`src/rtl/echo_emulator_if.sv`:
```
// Trigger/echo bundle between the distance-measurement side (master) and the
// ultrasonic sensor emulator (slave).
interface echo_emulator_if;
    logic       stimulus;
    logic [8:0] distance_cm;
    logic       cathode;
    logic       busy;
    logic       trig_drop;

    modport master (
        output stimulus,
        output distance_cm,
        input  cathode,
        input  busy,
        input  trig_drop
    );

    modport slave (
        input  stimulus,
        input  distance_cm,
        output cathode,
        output busy,
        output trig_drop
    );
endinterface

```
`src/rtl/echo_emulator.sv`:
```
// Ultrasonic sensor emulator: answers a trigger pulse with an echo pulse after
// a round-trip delay proportional to the programmed target distance, followed
// by a dead time during which further triggers are flagged and ignored.
module echo_emulator #(
    parameter int unsigned CYCLES_PER_CM = 5882,
    parameter int unsigned TRIG_MIN      = 1000,
    parameter int unsigned ECHO_W        = 100,
    parameter int unsigned MAX_CM        = 400,
    parameter int unsigned HOLDOFF       = 6000000
) (
    input  logic            system_clk,
    input  logic            reset,
    echo_emulator_if.slave  bus
);

    // One shared counter times the cm prescaler, the echo width and the holdoff.
    localparam int unsigned PRE_MAX0 = (HOLDOFF > CYCLES_PER_CM) ? HOLDOFF : CYCLES_PER_CM;
    localparam int unsigned PRE_MAX  = (PRE_MAX0 > ECHO_W) ? PRE_MAX0 : ECHO_W;
    localparam int unsigned PRE_W    = $clog2(PRE_MAX + 1);
    localparam int unsigned WID_W    = $clog2(TRIG_MIN + 1);

    localparam logic [PRE_W-1:0] CPC_LAST  = PRE_W'(CYCLES_PER_CM - 1);
    localparam logic [PRE_W-1:0] ECHO_LAST = PRE_W'(ECHO_W - 1);
    localparam logic [PRE_W-1:0] HOLD_LAST = PRE_W'(HOLDOFF - 1);
    localparam logic [WID_W-1:0] TRIG_LIM  = WID_W'(TRIG_MIN);
    localparam logic [8:0]       MAX_CM_W  = 9'(MAX_CM);

    typedef enum logic [2:0] {
        IDLE  = 3'd0,
        TRIG  = 3'd1,
        DELAY = 3'd2,
        ECHO  = 3'd3,
        HOLD  = 3'd4
    } state_t;

    state_t             state_q, state_d;
    logic               s1_q, s2_q, s2_prev_q;
    logic [WID_W-1:0]   wid_q, wid_d;
    logic [PRE_W-1:0]   pre_q, pre_d;
    logic [8:0]         cm_q, cm_d;
    logic [8:0]         d_lat_q, d_lat_d;
    logic               cathode_q, cathode_d;
    logic               busy_q, busy_d;
    logic               trig_drop_q, trig_drop_d;

    logic               s2_rise;
    logic               in_measure;

    assign s2_rise    = s2_q & ~s2_prev_q;
    assign in_measure = (state_q == DELAY) || (state_q == ECHO) || (state_q == HOLD);

    assign bus.cathode   = cathode_q;
    assign bus.busy      = busy_q;
    assign bus.trig_drop = trig_drop_q;

    // Two-flop synchronizer for the asynchronous trigger plus one delayed copy for edges.
    always_ff @(posedge system_clk or negedge reset) begin
        if (!reset) begin
            s1_q      <= 1'b0;
            s2_q      <= 1'b0;
            s2_prev_q <= 1'b0;
        end else begin
            s1_q      <= bus.stimulus;
            s2_q      <= s1_q;
            s2_prev_q <= s2_q;
        end
    end

    // Next-state logic: trigger qualification, distance delay, echo and holdoff timing.
    always_comb begin
        state_d     = state_q;
        wid_d       = wid_q;
        pre_d       = pre_q;
        cm_d        = cm_q;
        d_lat_d     = d_lat_q;

        case (state_q)
            IDLE: begin
                // Only a fresh rising edge starts a trigger; a level already high does not.
                if (s2_rise) begin
                    state_d = TRIG;
                    wid_d   = WID_W'(1);
                end
            end
            TRIG: begin
                if (s2_q) begin
                    if (wid_q < TRIG_LIM) begin
                        wid_d = wid_q + WID_W'(1);
                    end
                end else begin
                    // Falling edge of the trigger: qualify its width and latch the distance.
                    wid_d = '0;
                    pre_d = '0;
                    cm_d  = '0;
                    if (wid_q >= TRIG_LIM) begin
                        d_lat_d = bus.distance_cm;
                        if ((bus.distance_cm != 9'd0) && (bus.distance_cm <= MAX_CM_W)) begin
                            state_d = DELAY;
                        end else begin
                            state_d = HOLD;
                        end
                    end else begin
                        state_d = IDLE;
                    end
                end
            end
            DELAY: begin
                // Prescaler wraps once per cm; cm counter reaching d_lat ends the delay.
                if (pre_q == CPC_LAST) begin
                    pre_d = '0;
                    if ((cm_q + 9'd1) == d_lat_q) begin
                        cm_d    = '0;
                        state_d = ECHO;
                    end else begin
                        cm_d = cm_q + 9'd1;
                    end
                end else begin
                    pre_d = pre_q + PRE_W'(1);
                end
            end
            ECHO: begin
                if (pre_q == ECHO_LAST) begin
                    pre_d   = '0;
                    state_d = HOLD;
                end else begin
                    pre_d = pre_q + PRE_W'(1);
                end
            end
            HOLD: begin
                if (pre_q == HOLD_LAST) begin
                    pre_d   = '0;
                    state_d = IDLE;
                end else begin
                    pre_d = pre_q + PRE_W'(1);
                end
            end
            default: begin
                state_d = IDLE;
                wid_d   = '0;
                pre_d   = '0;
                cm_d    = '0;
            end
        endcase

        // Outputs are registered from the next state so they line up with the state change.
        cathode_d   = (state_d == ECHO);
        busy_d      = (state_d == DELAY) || (state_d == ECHO) || (state_d == HOLD);
        trig_drop_d = s2_rise && in_measure;
    end

    // State, counters and registered outputs; reset clears outputs without a clock edge.
    always_ff @(posedge system_clk or negedge reset) begin
        if (!reset) begin
            state_q     <= IDLE;
            wid_q       <= '0;
            pre_q       <= '0;
            cm_q        <= '0;
            d_lat_q     <= '0;
            cathode_q   <= 1'b0;
            busy_q      <= 1'b0;
            trig_drop_q <= 1'b0;
        end else begin
            state_q     <= state_d;
            wid_q       <= wid_d;
            pre_q       <= pre_d;
            cm_q        <= cm_d;
            d_lat_q     <= d_lat_d;
            cathode_q   <= cathode_d;
            busy_q      <= busy_d;
            trig_drop_q <= trig_drop_d;
        end
    end

endmodule
```
`src/flat_wrapper.sv`:
```
// flat-port wrapper written by rule: the top's interface ports become plain ports
module echo_emulator_flat 
#(
    parameter int unsigned CYCLES_PER_CM = 5882,
    parameter int unsigned TRIG_MIN      = 1000,
    parameter int unsigned ECHO_W        = 100,
    parameter int unsigned MAX_CM        = 400,
    parameter int unsigned HOLDOFF       = 6000000
)
  (system_clk, reset, bus_stimulus, bus_distance_cm, bus_cathode, bus_busy, bus_trig_drop);
  echo_emulator_if bus_i ();
  input  logic system_clk;
  input  logic reset;
  input wire logic [$bits(bus_i.stimulus)-1:0] bus_stimulus;
  input wire logic [$bits(bus_i.distance_cm)-1:0] bus_distance_cm;
  output wire logic [$bits(bus_i.cathode)-1:0] bus_cathode;
  output wire logic [$bits(bus_i.busy)-1:0] bus_busy;
  output wire logic [$bits(bus_i.trig_drop)-1:0] bus_trig_drop;
  assign bus_i.stimulus = bus_stimulus;
  assign bus_i.distance_cm = bus_distance_cm;
  assign bus_cathode = bus_i.cathode;
  assign bus_busy = bus_i.busy;
  assign bus_trig_drop = bus_i.trig_drop;
  echo_emulator #(.CYCLES_PER_CM(CYCLES_PER_CM), .TRIG_MIN(TRIG_MIN), .ECHO_W(ECHO_W), .MAX_CM(MAX_CM), .HOLDOFF(HOLDOFF)) u_core (.system_clk(system_clk), .reset(reset), .bus(bus_i));
endmodule
```
`config.mk`:
```
export PLATFORM = sky130hd
export DESIGN_NAME = echo_emulator_flat
export DESIGN_NICKNAME = d
export VERILOG_FILES = /design/src/rtl/echo_emulator_if.sv /design/src/rtl/echo_emulator.sv /design/src/flat_wrapper.sv
export SDC_FILE = /design/constraint.sdc
export NUM_CORES = 1
export LEC_CHECK = 0
export ABC_CLOCK_PERIOD_IN_PS = 3010
export CAP_MARGIN = 30
export CORE_UTILIZATION = 61
export DETAILED_ROUTE_END_ITERATION = 10
export PLACE_DENSITY = 0.8
export SYNTH_ARGS = -nofsm -noshare
export SYNTH_HDL_FRONTEND = slang
export SYNTH_SLANG_ARGS = --single-unit
```
`constraint.sdc`:
```
create_clock -name system_clk -period 3.01 [get_ports system_clk]
set_input_delay 0.7525 -clock system_clk [delete_from_list [all_inputs] [get_ports system_clk]]
set_output_delay 0.7525 -clock system_clk [all_outputs]
set_load 0.05 [all_outputs]
```
### Word level (Yosys, flattened, before mapping)

Cells that the tools add are included.

| operators by class | value |
|---|---|
| add/sub/neg operators | 3 |
| $mul | 0 |
| div/mod/pow operators | 0 |
| order comparisons | 3 |
| eq/ne operators | 15 |
| shift operators | 0 |
| muxes and demuxes | 22 |
| bitwise gates (word level) | 6 |
| reduce and logical (&&, ||, !) cells | 14 |

Operator list:

| kind | number |
|---|---|
| $pmux W23 S5 | 1 |
| $mux W23 | 4 |
| $mux W10 | 3 |
| $pmux W10 S3 | 1 |
| $mux W9 | 3 |
| $pmux W9 S3 | 1 |
| $mux W3 | 8 |
| $add A23 B1 Y23 const B | 1 |
| $eq A23 B13 Y1 const B | 1 |
| $eq A23 B23 Y1 const B | 1 |
| $eq A23 B7 Y1 const B | 1 |
| $pmux W3 S5 | 1 |
| $eq A3 B2 Y1 const B | 4 |
| $add A10 B1 Y10 const B | 1 |
| $ge A10 B10 Y1 const B | 1 |
| $lt A10 B10 Y1 const B | 1 |
| $add A9 B1 Y9 const B | 1 |
| $eq A9 B9 Y1 | 1 |
| $le A9 B9 Y1 const B | 1 |
| $reduce_and A3 Y1 | 3 |
| $reduce_bool A9 Y1 | 1 |
| $eq A3 B3 Y1 const B | 2 |
| $reduce_or A3 Y1 | 2 |
| $not A1 Y1 | 5 |
| other kinds (9) | 14 |

| storage, ports and cells | value |
|---|---|
| flip-flop bits (word level) | 60 |
| bits in latches | 0 |
| RAM bits | 0 |
| ROM bits | 0 |
| input bits | 12 |
| memories kept | 0 |

### Logic depth before layout (Yosys ltp)

| logic depth | value |
|---|---|
| word-level depth | 9 |
| gate-level depth with buffers | 9 |
| gate-level depth less buffers | 8 |

### Worst setup path after synthesis

No wires, ideal clock.

| timing | value |
|---|---|
| path kind | input -> register |
| start point | in bus_distance_cm[1] |
| end point | reg u_core.cathode_q, in the netlist u_core.bus.cathode |
| data arrival time | 2026 ps |
| required time | 2944 ps |
| setup slack | 918 ps |
| stages | 5 |
| buffers on the path | 0 |
| cells stage by stage | or4_1 -> a211o_1 -> a31oi_1 -> a22o_1 -> and2_1 |

| on the way | value |
|---|---|
| word-level cells in the longest chain between the ends | 7 |
| elaborated cells on any way between the ends | 8 |

Ends and longest elaborated chain:

| what | line | RTL |
|---|---|---|
| start, declared | flat_wrapper.sv:15 | `input wire logic [$bits(bus_i.distance_cm)-1:0] bus_distance_cm;` |
| $le A9 B9 Y1 / $reduce_bool A9 Y1 (equally long branches) | echo_emulator.sv:97 | `if ((bus.distance_cm != 9'd0) && (bus.distance_cm <= MAX_CM_W)) begin` |
| $logic_and A1 B1 Y1 (*) | echo_emulator.sv:97 |  |
| $mux W3 (*) | echo_emulator.sv:97 |  |
| $mux W3 (*) | echo_emulator.sv:95 | `if (wid_q >= TRIG_LIM) begin` |
| $mux W3 (*) | echo_emulator.sv:86 | `if (s2_q) begin` |
| $pmux W3 S5 (*) | echo_emulator.sv:77 | `case (state_q)` |
| named net u_core.state_d[1] | echo_emulator.sv:36 | `state_t state_q, state_d;` |
| $eq A3 B2 Y1 (*) | echo_emulator.sv:146 | `cathode_d = (state_d == ECHO);` |
| named net u_core.cathode_d | echo_emulator.sv:42 | `logic cathode_q, cathode_d;` |
| end signal, assigned | echo_emulator.sv:168 | `cathode_q <= cathode_d;` |
| end, declared | echo_emulator.sv:42 |  |

The timed path passes the listed nets; every way through them passes the cells marked *.
A chain may end at the register's enable or synchronous reset.

### Worst setup path after layout

| timing | value |
|---|---|
| start point | reg u_core.state_q[0] |
| end point | reg u_core.pre_q[19] |

| on the way | value |
|---|---|
| word-level cells in the longest chain between the ends | 3 |
| elaborated cells on any way between the ends | 9 |

Ends and longest elaborated chain:

| what | line | RTL |
|---|---|---|
| start, declared | echo_emulator.sv:36 |  |
| start signal, assigned | echo_emulator.sv:163 | `state_q <= state_d;` |
| $eq A3 B1 Y1 / $logic_not A3 Y1 (equally long branches) | echo_emulator.sv:77 |  |
| $ne A2 B2 Y1 (no line) / $not A1 Y1 (equally long branches) | -- |  |
| $reduce_and A2 Y1 (no line) | -- |  |
| end signal, assigned | echo_emulator.sv:165 | `pre_q <= pre_d;` |
| end, declared | echo_emulator.sv:39 | `logic [PRE_W-1:0] pre_q, pre_d;` |

Several ways; a longest one is shown, not always the timed one.

==> flow_summary_export.csv <==
group,metric,value,unit
status,status,"completed",
drt,dr.first_iter.drc_count,159,
clock_network,insertion_delay,0.35,ns
logic_synthesis,ys_seq_area_share,43.94,%
logic_synthesis,synth_compound_area_share,14.87,%
logic_synthesis,synth-simple-area-share,26.03,%
placement,place.gp.congestion,0.8439,
clock_network,clock_path_buffers,2,
worst_setup_path,crit_required,3.27,ns
drt,post_drt_via_cell_ratio,6.108,
worst_setup_path,cp_data_arrival_time,2.72,ns
global_route,grt_use_total,28.21,%
clock_network,cts_root_buf,"clkbuf_8",
clock_network,cts_resized,0,
drt,firstDrtPassIters,4,
power,total_power,1.553,mW
hold_path,hold_path_class,"flip-flop to flip-flop",
worst_setup_path,critPathBufInv,0,
sta,fin_skew,0.006440,ns
die,initial_utilization,65.24,%
sta,rsz0062_at_grt,"false",
finish,areaGrowthSynthToFinish,11.24,%
logic_synthesis,synth.cell_area,3417,um^2
sta,period_share,81.90,%
clock_network,cts_tree,"done",
worst_setup_path,critPathMaxStageDelay,0.69,ns
clock_network,cts_sinks,60,
power,p_leak,1.677,nW
finish,antenna_cells,0,
placement,dp.final_hpwl,5218,um
placement,pre_cts_slack,0.3352,ns
placement,portBuffers,14,
logic_synthesis,synthesis.nets,382,
global_route,grt-ovfl-total,0,
worst_setup_path,crit_chain,"nor2b_1 -> o31ai_1 -> or4_1 -> or3_1 -> a21oi_1",
sta,finalMaxSlewViolations,0,
clock_network,cts_hold_buf,0,
finish,fin_area,3801,um^2
worst_setup_path,crit_fanout,11,
sta,hold_viol,0,
placement,dp_cells,439,
die,core-area,5238,um^2
die,die_h,76.85,um
die,io_pins,15,
die,fp.dieW,76.85,um
logic_synthesis,yosys.cell_types.count,61,
finish,final_core_util,72.58,%
power,peakVddDrop,0.3261,mV
logic_synthesis,synthFlopType,"dfrtp_1",
finish,layout.nets,397,
clock_network,numCtsBuffers,9,
placement,dpl_cell_area,3618,um^2
sta,tightest_slew,0.9666,ns
worst_setup_path,cp_top_family,"simple AND/OR/NAND/NOR gates",
global_route,grt_pass1_wl,13030,um
logic_synthesis,synthMuxAreaShare,3.222,%
worst_setup_path,critPathLaunchType,"flip-flop",
logic_synthesis,synth_xor_xnor_area_share,6.921,%
logic_synthesis,async_flop_share,100.0,%
sta,holdWs,0.3627,ns
die,dieArea,5905,um^2
logic_synthesis,avgSynthCellArea,9.362,um^2
finish,final_cells,455,
finish,layout-drive-gt1-share,10.91,%
global_route,grt_max_degree,61,
drt,routedWlPerCell,16.36,um
sta,fin_tns_setup,0,ns
clock_network,clk_pin_slew,0.07,ns
logic_synthesis,synth_fa_ha_area_share,1.831,%
drt,finalWirelength,7445,um
worst_setup_path,cp-end-kind,"flip-flop",
global_route,antenna_found_initial,0,
clock_network,cts_setup_buffers,0,
worst_setup_path,crit_type,"flip-flop to flip-flop",
drt,ant_nets,0,
logic_synthesis,ys_warn_count,0,
drt,drc_errors,0,
logic_synthesis,synth_cells,365,
sta,max_freq,0.4057,GHz
worst_setup_path,crit_slowest_cell,"or4_1",
drt,vias,2779,
power,power_density,408.5,nW/um^2
logic_synthesis,synth_edf_count,0,
sta,max_slew_margin,35.01,%
logic_synthesis,synth-seq-cells,60,
sta,worst_slack,0.5449,ns
clock_network,htree_num_levels,3,
global_route,grt_pass1_vias,2830,
die,row_count,26,
sta,setup_viol_count_final,0,
run,max-cap-violations,0,
sta,min_period,2.465,ns
logic_synthesis,synth_top_family_by_area,"simple AND/OR/NAND/NOR gates",
synthesized netlist by cell type, types with 3 or more instances:
master	n	area, um^2
a31oi_1	4	25.02
a211oi_2	3	37.54
nand2b_1	5	31.28
ha_1	5	62.56
dfrtp_1	60	1501
or3_1	5	31.28
nand4_1	9	56.30
nor2_1	34	127.6
a21oi_1	6	30.03
nand3_1	14	70.07
or4_1	3	22.52
nor3b_1	4	30.03
nor3_1	16	80.08
xnor2_1	10	87.58
inv_1	12	45.04
o221ai_1	6	52.55
and3_1	10	62.56
a21o_1	5	37.54
mux2_2	8	90.09
buf_2	3	15.01
and2_1	6	37.54
nand2_1	40	150.1
nor2b_1	6	37.54
o21ai_0	12	60.06
xor2_1	17	148.9
o21a_1	3	22.52
nor4_1	4	25.02
nor4b_1	3	26.28
o21ai_1	3	15.01
clkbuf_1	10	37.54
worst reg2reg max path, delay by kind of cell, from the launching register on:
kind             cells  cell delay, ns
AND/OR/NAND/NOR      3            1.41
flip-flops           1            0.53
AO/OA/AOI/OAI        2            0.45
logic make-up (layout without fill, tap and decap cells):
family,Yosys count,after routing
flip-flops,60,60
AND/OR/NAND/NOR,170,170
adder cells (fa/ha/maj),5,5
buffers and inverters,26,46
multiplexers,10,10
XOR/XNOR,27,27
AO/OA/AOI/OAI,67,67
area by class of cell:
cell class	count	area, um^2
flip-flops and latches	60	1501
multi-input cells	279	1807
repair buffers	18	177.7
clock inverters	6	55.05
well taps	70	87.58
inverters	12	45.04
clock buffers	10	127.6
fillers	388	1436
report_power, final:
group / total (mW) / leakage (nW) / internal (mW) / switching, mW
clock network: 0.699 / 0.0996 / 0.375 / 0.324
logic: 0.0430 / 0.777 / 0.0181 / 0.0249
registers: 0.811 / 0.800 / 0.809 / 0.00190
layer usage:
layer / wire, um / GRT usage, % / part of all wire, % / vias to the layer above
met4: 116 / 8.846 / 1.6 / 0
met1: 3223 / 35.09 / 43 / 1347
li1: - / - / - / 1344
met3: 331 / 7.143 / 4.4 / 11
met5: 0 / 0 / 0 / -
met2: 3774 / 47.95 / 51 / 77
sequential cells by signal, summed over array words and instances, names as in the netlist:
register	count
u_core.s2_prev_q	1
u_core.s2_q	1
u_core.state_q	3
u_core.s1_q	1
u_core.bus.busy	1
u_core.pre_q	23
u_core.cm_q	9
u_core.d_lat_q	9
u_core.bus.trig_drop	1
u_core.bus.cathode	1
u_core.wid_q	10
path summary, 6_finish.rpt:
kind | slack (ns) | startpoint | end | cells past startpoint
min | 0.36 | u_core.s1_q | u_core.s2_q | 0
min in group asynchronous | 0.40 | reset | u_core.cm_q[1] | 2
min reg2reg | 0.36 | u_core.s1_q | u_core.s2_q | 0
max | 0.54 | u_core.state_q[0] | u_core.pre_q[19] | 5
max reg2reg | 0.54 | u_core.state_q[0] | u_core.pre_q[19] | 5
max in group asynchronous | 2.34 | reset | u_core.d_lat_q[6] | 2
cell usage in the layout (no fill, tap or decap), types with 4 or more instances in the layout:
cell type | Yosys | layout
nor3_1 | 16 | 16
nor4_1 | 4 | 4
and2_1 | 6 | 6
nand4_1 | 9 | 9
and3_1 | 10 | 10
dfrtp_1 | 60 | 60
o21ai_0 | 12 | 12
o221ai_1 | 6 | 6
a21oi_1 | 6 | 6
xor2_1 | 17 | 17
nor2b_1 | 6 | 6
nand3_1 | 14 | 14
or3_1 | 5 | 5
clkbuf_8 | 0 | 9
inv_1 | 12 | 12
a31oi_1 | 4 | 4
clkinv_2 | 0 | 5
ha_1 | 5 | 5
clkdlybuf4s50_1 | 0 | 13
nand2_1 | 40 | 40
mux2_2 | 8 | 8
xnor2_1 | 10 | 10
nor3b_1 | 4 | 4
nand2b_1 | 5 | 5
nor2_1 | 34 | 34
a21o_1 | 5 | 5
Power figures use the tool's default switching activity.
==> patch 1: new RTL, same settings <==
The 5 states of `state_t` get a one-hot encoding in 5 bits.
--- a/src/rtl/echo_emulator.sv
+++ b/src/rtl/echo_emulator.sv
@@ -26,10 +26,10 @@
     localparam logic [8:0]       MAX_CM_W  = 9'(MAX_CM);
 
-    typedef enum logic [2:0] {
-        IDLE  = 3'd0,
-        TRIG  = 3'd1,
-        DELAY = 3'd2,
-        ECHO  = 3'd3,
-        HOLD  = 3'd4
+    typedef enum logic [4:0] {
+        IDLE  = 5'b00001,
+        TRIG  = 5'b00010,
+        DELAY = 5'b00100,
+        ECHO  = 5'b01000,
+        HOLD  = 5'b10000
     } state_t;
 
Behaviour: same outputs for any inputs over 10 cycles, from zero or initial values and one cycle with reset low; not proved beyond that.
==> patch 1 against the unedited design <==
Cell area rose by 2.8%; final cell count rose by 3.5%; critical path depth rose by 3; global-route usage fell by 0.84 points; wire length fell by 2.0%; sequential share of layout area rose by 0.25 points; setup slack got worse by 0.091 ns; area after synthesis rose by 1.9%; critical endpoint is now u_core.cm_q[7]; sequential cell count rose by 2; clock skew rose by 0.0048 ns; hold slack got worse by 0.0093 ns.
Power is not compared: it rests on default switching activity, and its combinational part moved more than twofold at a synthesized area within 25%.
==> patch 1: results <==
metrics = {
    "run_status": {
        "status": "complete, no violations",
    },
    "timing": {
        "tightest_slew_ns": 0.644,
        "skew_ns": 0.0112,
        "max_freq_ghz": 0.391,
    },
    "detailed_routing": {
        "drt-met1-wl_um": 3380,
        "num_vias": 2848,
        "wl_met2_um": 3480,
        "first_iter_violations": 220,
        "top_layer": "met4",
        "wl_met3_um": 395,
        "wirelength_um": 7290,
    },
    "worst_hold_path": {
        "whs_path_depth": 0,
        "hold_class": "reg -> reg",
        "whs_endpoint": "u_core.s2_q",
    },
    "power": {
        "max-vdd-ir-drop_v": 0.000450,
        "p_comb_frac": 0.107,
    },
    "critical_path": {
        "cp.arrival_ns": 2.77,
        "r2r_end": "u_core.cm_q[7]",
        "crit_fanout": 10,
        "r2r_cells": 8,
        "startpoint": "u_core.cm_q[0]",
        "regToRegSetupSlack_ns": 0.45,
    },
    "synth": {
        "ys.warnings.count": 0,
        "synthTopCellsByArea": "dfrtp_1, xnor2_1, nor2_1",
        "ys_types": 57,
        "synth_common_cells": "dfrtp_1, nor2_1, nand2_1",
        "synth-seq-area-share": 0.446,
        "async_reset_ff_frac": 1.00,
        "synth_nets": 395,
    },
    "global_routing": {
        "met1_usage": 0.367,
        "met3_usage": 0.0812,
        "grt_max_degree": 30,
        "grt_pass1_vias": 2744,
        "antenna_found_initial": 0,
        "grtUsageTotal": 0.274,
        "grt_util_met2": 0.428,
        "grt_first_pass_wirelength_um": 12700,
    },
    "layout": {
        "diodes": 0,
        "finalNetCount": 411,
        "layout-drive-gt1-share": 0.103,
    },
    "clock_tree": {
        "root_buffer": "clkbuf_8",
        "clockBufferDepth": 2,
        "postCtsSetupRepairBufs": 0,
        "clock_latency_ns": 0.35,
        "clk_pin_slew_ns": 0.07,
        "cts_resized": 0,
    },
    "placed_design": {
        "dpl.hpwl_um": 5240,
        "gp_congestion": 0.974,
        "dp_slack_ns": 0.496,
    },
}
==> patch 1: cell count changes after synthesis, moves of 5 or more <==
cell | before | now
nor4_1 | 4 | 10
nor3_1 | 16 | 11
a21oi_1 | 6 | 12
o22ai_1 | 2 | 10
xnor2_1 | 10 | 20
nand3_1 | 14 | 19
nor2_1 | 34 | 45
xor2_1 | 17 | 11
clkbuf_1 | 10 | 5
o221ai_1 | 6 | 0
nand2_1 | 40 | 28
o21ai_1 | 3 | 11
==> patch 1: stage by stage <==
stage                     std cells  hold slack, ns  area [sq um]  power [uW]
after floorplan                 378           0.331          3480        1020
after global placement          455           0.333          3670        1080
after detailed placement        455           0.342          3670        1090
after CTS                       471           0.357          3910        1950
after global routing            471           0.357          3910        2010
final                           471           0.353          3910        1930
==> patch 1: area by class of cell <==
| cell class | instances | area [sq um] |
|---|---|---|
| Clock buffer | 13 | 169 |
| Clock inverter | 3 | 65.1 |
| Fill cell | 440 | 1600 |
| Inverter | 18 | 67.6 |
| Multi-Input combinational cell | 284 | 1790 |
| Sequential cell | 62 | 1550 |
| Tap cell | 72 | 90.1 |
| Timing Repair Buffer | 19 | 173 |
==> patch 1: cells by family after synthesis <==
kind of cell	count (synthesis)	share of synthesized area
DFF	62	0.446
adders and majority gates	5	0.0180
AOI/OAI and AO/OA	68	0.127
and+or+nand+nor	168	0.253
muxes	12	0.0377
xor gates and xnor gates	31	0.0780
buffers and inverters	32	0.0402
==> patch 1: worst max-delay path: stages, from the launching register on <==
cell and delay (ns):
dfrtp_1 0.46, ha_1 0.31, nand2_2 0.13, nor2_1 0.08
a2111oi_1 0.44, nand3_1 0.13, or4_4 0.57, a31oi_1 0.21
o22ai_1 0.10
==> patch 2: new RTL, same settings <==
Without the edit above. `TRIG_MIN` is set to 1000 in 2 places; all go to 250.
--- a/src/rtl/echo_emulator.sv
+++ b/src/rtl/echo_emulator.sv
@@ -4,5 +4,5 @@
 module echo_emulator #(
     parameter int unsigned CYCLES_PER_CM = 5882,
-    parameter int unsigned TRIG_MIN      = 1000,
+    parameter int unsigned TRIG_MIN      = 250,
     parameter int unsigned ECHO_W        = 100,
     parameter int unsigned MAX_CM        = 400,
--- a/src/flat_wrapper.sv
+++ b/src/flat_wrapper.sv
@@ -3,5 +3,5 @@
 #(
     parameter int unsigned CYCLES_PER_CM = 5882,
-    parameter int unsigned TRIG_MIN      = 1000,
+    parameter int unsigned TRIG_MIN      = 250,
     parameter int unsigned ECHO_W        = 100,
     parameter int unsigned MAX_CM        = 400,
Function: same outputs for any inputs over 10 cycles, from zero or initial values and one cycle with reset low; that may be too few to reach the edited logic, so the function may still have changed.
==> patch 2 against the unedited design <==
Non-clock buffer count stayed put; die area decreased by 4.5%; sequential cell count fell by 2; wire length fell by 3.8%; global-route usage grew 0.56 points; sequential power down 2%; setup slack got worse by 0.12 ns; total power up 3.7%; cell area shrank 3.6%; area after synthesis fell by 4.7%; synthesized cell count fell by 3.0%; first-iteration DRC count up 83%; utilization decreased by 1.3 points; highest routed layer unchanged.
==> patch 2: results <==
metrics = {
    "placed_design": {
        "dpl.hpwl_um": 4930,
        "place_area_sq_um": 3460,
        "place_inst": 429,
        "dp_slack_ns": 0.449,
    },
    "detailed_routing": {
        "wl_met2_um": 3280,
        "drt-vias-per-instance": 6.19,
        "num_vias": 2750,
        "top_layer": "met4",
        "drt-met1-wl_um": 3360,
        "first_iter_violations": 291,
        "wl_met3_um": 381,
        "drt_pass1_iterations": 5,
        "wirelength_um": 7160,
    },
    "layout": {
        "multi_input_comb_cells": 275,
        "reg_top3": "u_core.pre_q: 23 flops, u_core.cm_q: 9 flops, u_core.d_lat_q: 9 flops",
        "clkCellAreaFrac": 0.0557,
        "multiInputGateArea_sq_um": 1720,
        "fillCellCount": 419,
        "utilization": 0.713,
        "layout-drive-gt1-share": 0.0963,
        "layout.nonclk_buf_frac": 0.0478,
        "regArea_sq_um": 1450,
        "finalNetCount": 387,
        "inverters": 8,
        "clockBufferCount": 13,
    },
    "global_routing": {
        "grtUsageTotal": 0.288,
        "met1_usage": 0.415,
        "grt_util_met2": 0.418,
        "grt_first_pass_wirelength_um": 11800,
        "antenna_found_initial": 0,
        "grt_max_degree": 32,
        "grt_pass1_vias": 2472,
        "met3_usage": 0.0589,
    },
    "synth": {
        "synthAdderAreaFrac": 0.0192,
        "syn_inst": 354,
        "synth_mux_area_frac": 0.0342,
        "synthTopCellsByArea": "dfrtp_1, nor2_1, nand2_1",
        "synth_nets": 371,
        "synth-seq-area-share": 0.445,
        "ys_types": 50,
        "synth_common_cells": "dfrtp_1, nor2_1, nand2_1",
        "synthXorXnorAreaFrac": 0.0591,
        "synth_compound_area_frac": 0.147,
    },
    "timing": {
        "skew_ns": 0.00339,
        "tightest_slew_ns": 0.791,
    },
    "power": {
        "p_comb_frac": 0.038,
        "max-vdd-ir-drop_v": 0.000334,
        "p_sw_frac": 0.217,
        "power_combinational_uw": 60.8,
        "leakage_uw": 0.00147,
    },
    "critical_path": {
        "startpoint": "u_core.pre_q[14]",
        "cp.arrival_ns": 2.79,
        "r2r_start": "u_core.pre_q[14]",
        "crit_fanout": 16,
    },
    "floorplanning": {
        "die-width_um": 75.1,
    },
    "clock_tree": {
        "clock-sinks": 58,
    },
    "run_status": {
        "status": "complete, no violations",
    },
}
patch 2: final timing paths:
| check | endpoint | slack [ns] | depth (start not counted) |
|---|---|---|---|
| worst min-delay path | u_core.s2_q | 0.35 | 0 |
| worst min register to register | u_core.s2_q | 0.35 | 0 |
| worst max register to register | u_core.pre_q[17] | 0.42 | 6 |
| max in group asynchronous | u_core.d_lat_q[0] | 1.99 | 2 |
| min in group asynchronous | u_core.wid_q[5] | 0.43 | 1 |
| worst max-delay path | u_core.pre_q[17] | 0.42 | 6 |
patch 2: cell families after synthesis:
kind of cell    after synthesis
simple gates                169
compound gates               69
flops                        58
xor+xnor                     22
buf+inv                      21
mux                          10
fa+ha+maj                     5
patch 2: worst max-delay path: stages, from the launching register on:
cell	delay, ns
dfrtp_1	0.46
nor3_1	0.32
nand4_1	0.23
or4_4	0.58
a211oi_2	0.21
and2_1	0.53
nor2_1	0.12
